===== src/rtl/debug_run_controller.sv =====
// Purpose: APB master that turns host debug commands (halt/resume/step/reset) into status-register read/write/poll sequences.
// Latency: 3 cycles per APB transfer with PREADY=1 (SETUP, ACCESS, GAP); HALT on an already halted core completes 7 cycles after accept.
// Backpressure: ACCESS is held while PREADY=0; cmd_ready is low whenever a command is in flight.
module debug_run_controller #(
    parameter logic [4:0]  STATUS_ADDR = 5'h00,
    parameter int unsigned POLL_LIMIT  = 255,
    parameter int unsigned STEP_GAP    = 8
) (
    input  logic       PCLK,
    input  logic       PRESET,
    input  logic       cmd_valid,
    output logic       cmd_ready,
    input  logic [1:0] cmd_op,
    input  logic [7:0] cmd_count,
    output logic       rsp_valid,
    output logic       rsp_error,
    output logic [7:0] rsp_status,
    output logic [7:0] rsp_steps,
    output logic       PSEL,
    output logic       PENABLE,
    output logic       PWRITE,
    output logic [4:0] PADDR,
    output logic [7:0] PWDATA,
    input  logic [7:0] PRDATA,
    input  logic       PREADY
);

    typedef enum logic [2:0] {
        S_IDLE, S_SETUP, S_ACCESS, S_GAP, S_DECIDE, S_WAIT, S_DONE
    } state_t;

    // What the transfer currently on the bus is for; steers the decision made in GAP.
    typedef enum logic [1:0] {
        PH_READ, PH_WRITE, PH_POLL
    } phase_t;

    localparam logic [1:0] OP_HALT   = 2'd0;
    localparam logic [1:0] OP_RESUME = 2'd1;
    localparam logic [1:0] OP_STEP   = 2'd2;
    localparam logic [1:0] OP_RESET  = 2'd3;

    localparam logic [7:0] WR_TOGGLE = 8'h01;
    localparam logic [7:0] WR_RESET  = 8'h04;
    localparam logic [7:0] WR_STEP   = 8'h10;

    localparam logic [7:0] POLL_MAX = 8'(POLL_LIMIT);
    localparam logic [7:0] WAIT_END = 8'(STEP_GAP - 1);

    state_t     r_state;
    state_t     w_state_nxt;
    phase_t     r_phase;
    logic [1:0] r_op;
    logic [7:0] r_count;
    logic [7:0] r_status;
    logic [7:0] r_steps;
    logic       r_err;
    logic       r_pwrite;
    logic [7:0] r_pwdata;
    logic [7:0] r_polls;
    logic [7:0] r_wait;

    logic       w_launch;
    logic       w_launch_wr;
    logic [7:0] w_launch_dat;
    phase_t     w_launch_ph;
    logic       w_step_inc;
    logic       w_set_err;
    logic       w_poll_met;
    logic       w_accept;
    logic       w_xfer_done;

    assign w_accept    = (r_state == S_IDLE) && cmd_valid;
    assign w_xfer_done = (r_state == S_ACCESS) && PREADY;

    // Completion condition of the poll phase for the command in flight.
    always_comb begin
        w_poll_met = 1'b0;
        case (r_op)
            OP_HALT:   w_poll_met = r_status[1];
            OP_RESUME: w_poll_met = !r_status[1];
            OP_STEP:   w_poll_met = r_status[1];
            OP_RESET:  w_poll_met = !r_status[2];
        endcase
    end

    // State register.
    always_ff @(posedge PCLK) begin
        if (PRESET) begin
            r_state <= S_IDLE;
        end else begin
            r_state <= w_state_nxt;
        end
    end

    // Next state plus the transfer to launch; decisions are taken in GAP so a transfer costs no extra cycle.
    always_comb begin
        w_state_nxt  = r_state;
        w_launch     = 1'b0;
        w_launch_wr  = 1'b0;
        w_launch_dat = 8'h00;
        w_launch_ph  = PH_READ;
        w_step_inc   = 1'b0;
        w_set_err    = 1'b0;
        case (r_state)
            S_IDLE: begin
                if (cmd_valid) begin
                    w_launch    = 1'b1;
                    w_launch_ph = PH_READ;
                    w_state_nxt = S_SETUP;
                end
            end
            S_SETUP: begin
                w_state_nxt = S_ACCESS;
            end
            S_ACCESS: begin
                if (PREADY) begin
                    w_state_nxt = S_GAP;
                end
            end
            S_GAP: begin
                case (r_phase)
                    PH_READ: begin
                        case (r_op)
                            OP_HALT, OP_RESUME: begin
                                w_launch    = 1'b1;
                                w_state_nxt = S_SETUP;
                                // Toggle only if the request bit is not already where we want it.
                                if (r_status[0] == (r_op == OP_RESUME)) begin
                                    w_launch_wr  = 1'b1;
                                    w_launch_dat = WR_TOGGLE;
                                    w_launch_ph  = PH_WRITE;
                                end else begin
                                    w_launch_ph  = PH_POLL;
                                end
                            end
                            OP_STEP: begin
                                if (!(r_status[0] && r_status[1])) begin
                                    w_set_err   = 1'b1;
                                    w_state_nxt = S_DONE;
                                end else if (r_count == 8'd0) begin
                                    w_state_nxt = S_DONE;
                                end else begin
                                    w_launch     = 1'b1;
                                    w_launch_wr  = 1'b1;
                                    w_launch_dat = WR_STEP;
                                    w_launch_ph  = PH_WRITE;
                                    w_state_nxt  = S_SETUP;
                                end
                            end
                            OP_RESET: begin
                                w_launch     = 1'b1;
                                w_launch_wr  = 1'b1;
                                w_launch_dat = WR_RESET;
                                w_launch_ph  = PH_WRITE;
                                w_state_nxt  = S_SETUP;
                            end
                        endcase
                    end
                    PH_WRITE: begin
                        if (r_op == OP_STEP) begin
                            w_state_nxt = S_WAIT;
                        end else begin
                            w_launch    = 1'b1;
                            w_launch_ph = PH_POLL;
                            w_state_nxt = S_SETUP;
                        end
                    end
                    PH_POLL: begin
                        if (w_poll_met) begin
                            w_state_nxt = (r_op == OP_STEP) ? S_DECIDE : S_DONE;
                        end else if (r_polls >= POLL_MAX) begin
                            w_set_err   = 1'b1;
                            w_state_nxt = S_DONE;
                        end else begin
                            w_launch    = 1'b1;
                            w_launch_ph = PH_POLL;
                            w_state_nxt = S_SETUP;
                        end
                    end
                    default: begin
                        w_state_nxt = S_IDLE;
                    end
                endcase
            end
            S_WAIT: begin
                // Let the step window run out before looking at ACK again.
                if (r_wait == WAIT_END) begin
                    w_launch    = 1'b1;
                    w_launch_ph = PH_POLL;
                    w_state_nxt = S_SETUP;
                end
            end
            S_DECIDE: begin
                w_step_inc = 1'b1;
                if ((r_steps + 8'd1) == r_count) begin
                    w_state_nxt = S_DONE;
                end else begin
                    w_launch     = 1'b1;
                    w_launch_wr  = 1'b1;
                    w_launch_dat = WR_STEP;
                    w_launch_ph  = PH_WRITE;
                    w_state_nxt  = S_SETUP;
                end
            end
            S_DONE: begin
                w_state_nxt = S_IDLE;
            end
            default: begin
                w_state_nxt = S_IDLE;
            end
        endcase
    end

    // Command latch, APB transfer registers, captured status and step/poll bookkeeping.
    always_ff @(posedge PCLK) begin
        if (PRESET) begin
            r_op     <= 2'd0;
            r_count  <= 8'd0;
            r_status <= 8'd0;
            r_steps  <= 8'd0;
            r_err    <= 1'b0;
            r_phase  <= PH_READ;
            r_pwrite <= 1'b0;
            r_pwdata <= 8'd0;
            r_polls  <= 8'd0;
            r_wait   <= 8'd0;
        end else begin
            if (w_accept) begin
                r_op     <= cmd_op;
                r_count  <= cmd_count;
                r_status <= 8'd0;
                r_steps  <= 8'd0;
                r_err    <= 1'b0;
            end
            if (w_launch) begin
                r_pwrite <= w_launch_wr;
                r_pwdata <= w_launch_dat;
                r_phase  <= w_launch_ph;
                // Poll budget restarts each time a fresh poll phase begins.
                if ((w_launch_ph == PH_POLL) && (r_phase != PH_POLL)) begin
                    r_polls <= 8'd0;
                end
            end
            if (w_xfer_done) begin
                // Write strobes are dropped so PWDATA reads as zero outside writes.
                r_pwrite <= 1'b0;
                r_pwdata <= 8'd0;
                if (!r_pwrite) begin
                    r_status <= PRDATA;
                end
                if (r_phase == PH_POLL) begin
                    r_polls <= r_polls + 8'd1;
                end
            end
            if (r_state == S_WAIT) begin
                r_wait <= r_wait + 8'd1;
            end else begin
                r_wait <= 8'd0;
            end
            if (w_step_inc) begin
                r_steps <= r_steps + 8'd1;
            end
            if (w_set_err) begin
                r_err <= 1'b1;
            end
        end
    end

    assign PSEL       = (r_state == S_SETUP) || (r_state == S_ACCESS);
    assign PENABLE    = (r_state == S_ACCESS);
    assign PWRITE     = r_pwrite;
    assign PWDATA     = r_pwdata;
    assign PADDR      = STATUS_ADDR;
    assign cmd_ready  = (r_state == S_IDLE) && !PRESET;
    assign rsp_valid  = (r_state == S_DONE);
    assign rsp_error  = (r_state == S_DONE) && r_err;
    assign rsp_status = r_status;
    assign rsp_steps  = r_steps;

endmodule

===== config.mk =====
export PLATFORM = sky130hd
export DESIGN_NAME = debug_run_controller
export DESIGN_NICKNAME = d
export VERILOG_FILES = /design/src/rtl/debug_run_controller.sv
export SDC_FILE = /design/constraint.sdc
export NUM_CORES = 1
export LEC_CHECK = 0
export CORE_ASPECT_RATIO = 0.6
export CORE_UTILIZATION = 41
export CTS_CLUSTER_SIZE = 20
export DETAILED_ROUTE_END_ITERATION = 16
export GPL_TIMING_DRIVEN = 0
export PLACE_DENSITY = 0.68
export SYNTH_ARGS = -nofsm -noshare
export SYNTH_HDL_FRONTEND = slang
export SYNTH_SLANG_ARGS = --single-unit

===== constraint.sdc =====
create_clock -name PCLK -period 4 [get_ports PCLK]
set_clock_uncertainty 0.2 [all_clocks]
set_input_delay 0.4 -clock PCLK [delete_from_list [all_inputs] [get_ports PCLK]]
set_output_delay 0.4 -clock PCLK [all_outputs]
set_load 0.005 [all_outputs]

==> results.cfg <==
[worst_hold_path]
min_path_cells = 1
hp-class = reg -> reg
min-delay-start = r_wait[0]

[setup_path]
crit_type = in -> reg
required_ps = 4000
slowest_delay_ps = 760
r2r_cells = 4
r2r_end = r_polls[2]
worstSetupEndpointType = flip-flop
crit_path_start = PREADY
crit_fanout = 8
crit_chain = clkdlybuf4s50_1, nor4bb_1, nand2_1, or2_2, a311oi_1
r2r_slack_ps = 1510
reg2reg_from = r_state[0]
critPathCapture = r_polls[2]
crit_path_start_kind = input pin
slowest_stage = nor4bb_1
arrival_ps = 2760

[yosys]
synth-main-ff-cell = dfxtp_1
async_flop_share = 0
synth_area_sq_um = 2860
syn-mean-instance-area_sq_um = 7.87
synthTopCellsByArea = dfxtp_1 36%, a21oi_1 6.8%, nand2_1 6.4%
ys_seq_area_frac = 0.363
synth_top_area_share = 0.363
synth_top_cell_by_area = dfxtp_1
synth_edf_count = 0
ys_ff_latch = 52
synth_cells = 364
yosys.cell_types.count = 58
yosys_warnings = 0

[power_and_ir_drop]
p_total_mw = 1.30
leakage_nw = 1.32
powerDensity_nw_per_um2 = 361
ir_drop_mv = 0.195

[sta]
setup_tns_ps = 0
fin_crit_sh = 0.688
slew_viol_final = 0
setup_viol = 0
final-hold-violation-count = 0
holdWs_ps = 246
max_slew.worst_pin.slew_ps = 919
max_clock_freq_ghz = 0.363
rsz0062_at_grt = false
min_period_ps = 2750
max-slew-margin-rel = 0.386

[global_routing]
grt_pass1_wl_microns = 12000
first_global_vias = 2361
track_usage = 0.213
grt-ovfl-total = 0
grt_max_degree = 19
antenna_found_initial = 0

[detailed_routing]
routedWlPerCell_microns = 14.6
viasPerCell = 5.39
vias = 2767
drtPass1Iterations = 4
drc = 0
postRouteAntennaNets = 0
first_iter_violations = 245
wirelength_microns = 7480

[clocking]
post_cts_buffers = 0
numCtsBuffers = 5
post_cts_resized = 0
clk_path_buf_depth = 2
cts_tree = built
clock_latency_ps = 290
htreeDepth = 2
path_clk_slew_ps = 70
cts-root-buf = clkbuf_16
hold_buffers = 0
clock-sinks = 52

[die]
core_area_sq_um = 6710
dieHeight_microns = 66.7
die_x_microns = 110
dieArea_sq_um = 7330
initial_core_util = 0.427
rows = 23
ios = 57

[final_layout]
fillers = 667
n_antenna_cell = 0
nets = 450
syn_to_final_growth_pct = 26.0
drive_gt1_frac = 0.0728

[placement]
hpwl_microns = 5480
place_congestion = 0.882
port_buffers = 45

[flow_run]
drv_cap = 0

[status]
run_status = completed
[state kept, by name, summed over array words and instances, names as in the netlist]
signal	count
r_phase	2
PWDATA	3
r_polls	8
r_state	3
PWRITE	1
r_op	2
rsp_steps	8
r_err	1
r_wait	8
rsp_status	8
r_count	8
[layout make-up]
cell class / count / area, sq um / share of cell area
timing repair buffer: 45 / 450 / 0.125
clock buffer: 5 / 125 / 0.0347
inverter: 5 / 18.8 / 0.00520
tap: 87 / 109 / 0.0302
sequential: 52 / 1040 / 0.289
multi-input combinational: 287 / 1680 / 0.466
buffer: 29 / 156 / 0.0434
clock inverter: 3 / 25.0 / 0.00694
[stage by stage]
stage,cells,setup WS [ps],util,instance area (sq um)
2_1_floorplan,373,1950,-,2900
3_3_place_gp,505,1030,0.516,3460
3_5_place_dp,505,990,0.516,3460
4_1_cts,513,1280,0.538,3610
5_1_grt,513,1190,0.538,3610
6_report,513,1250,0.538,3610
[layer usage]
layer  vias to the layer above  track usage  part of all wire
met3                         5       0.0548             0.095
met2                       107        0.265              0.36
met1                      1248        0.351              0.55
li1                       1407            -                 -
met5                         -            0                 0
met4                         0       0.0300            0.0023
[layout by cell type (no fill, tap or decap), types with 5 or more instances in the layout]
cell type	instances
a31oi_1	7
clkbuf_16	5
nor3b_1	6
o21ai_0	10
conb_1	10
buf_4	10
xnor2_1	7
nand3b_1	6
nor2_1	31
nor3_1	5
a21oi_1	39
nand3_1	25
dfxtp_1	52
nand2_1	49
clkdlybuf4s50_1	45
xor2_1	11
clkbuf_1	15
nand2b_1	7
inv_1	5
[worst max-delay path: cells and delay by family]
kind            cells  cell delay, ps
simple gates        3            1570
buf+inv             1             530
compound gates      1             250
[where the power goes]
| part | total, mW | internal [mW] | switching (mW) |
|---|---|---|---|
| Combinational | 0.282 | 0.131 | 0.151 |
| Clock | 0.445 | 0.237 | 0.208 |
| Sequential | 0.574 | 0.543 | 0.0310 |
[Yosys cell counts, types with 7 or more instances]
master    count
o21ai_0      10
xnor2_1       7
a21oi_1      39
a31oi_1       7
nand3_1      25
dfxtp_1      52
clkbuf_1     15
xor2_1       11
buf_4        10
nand2_1      49
nor2_1       31
nand2b_1      7
[cells by family after synthesis]
kind of cell | share of synthesized area
AND/OR/NAND/NOR | 0.304
adder cells (fa/ha/maj) | 0.0131
other | 0.00131
AO/OA/AOI/OAI | 0.199
buffers and inverters | 0.0612
flip-flops | 0.363
XOR/XNOR | 0.0550
multiplexers | 0.00350
[worst min-delay path by stage]
stage          slack (ps)        end
3_3_place_gp          220  r_wait[0]
4_1_cts               240  r_wait[0]
6_report              250  r_wait[0]
2_1_floorplan         210  r_wait[0]
3_5_place_dp          230  r_wait[0]
5_1_grt               270  r_wait[0]
Power figures use the tool's default switching activity.
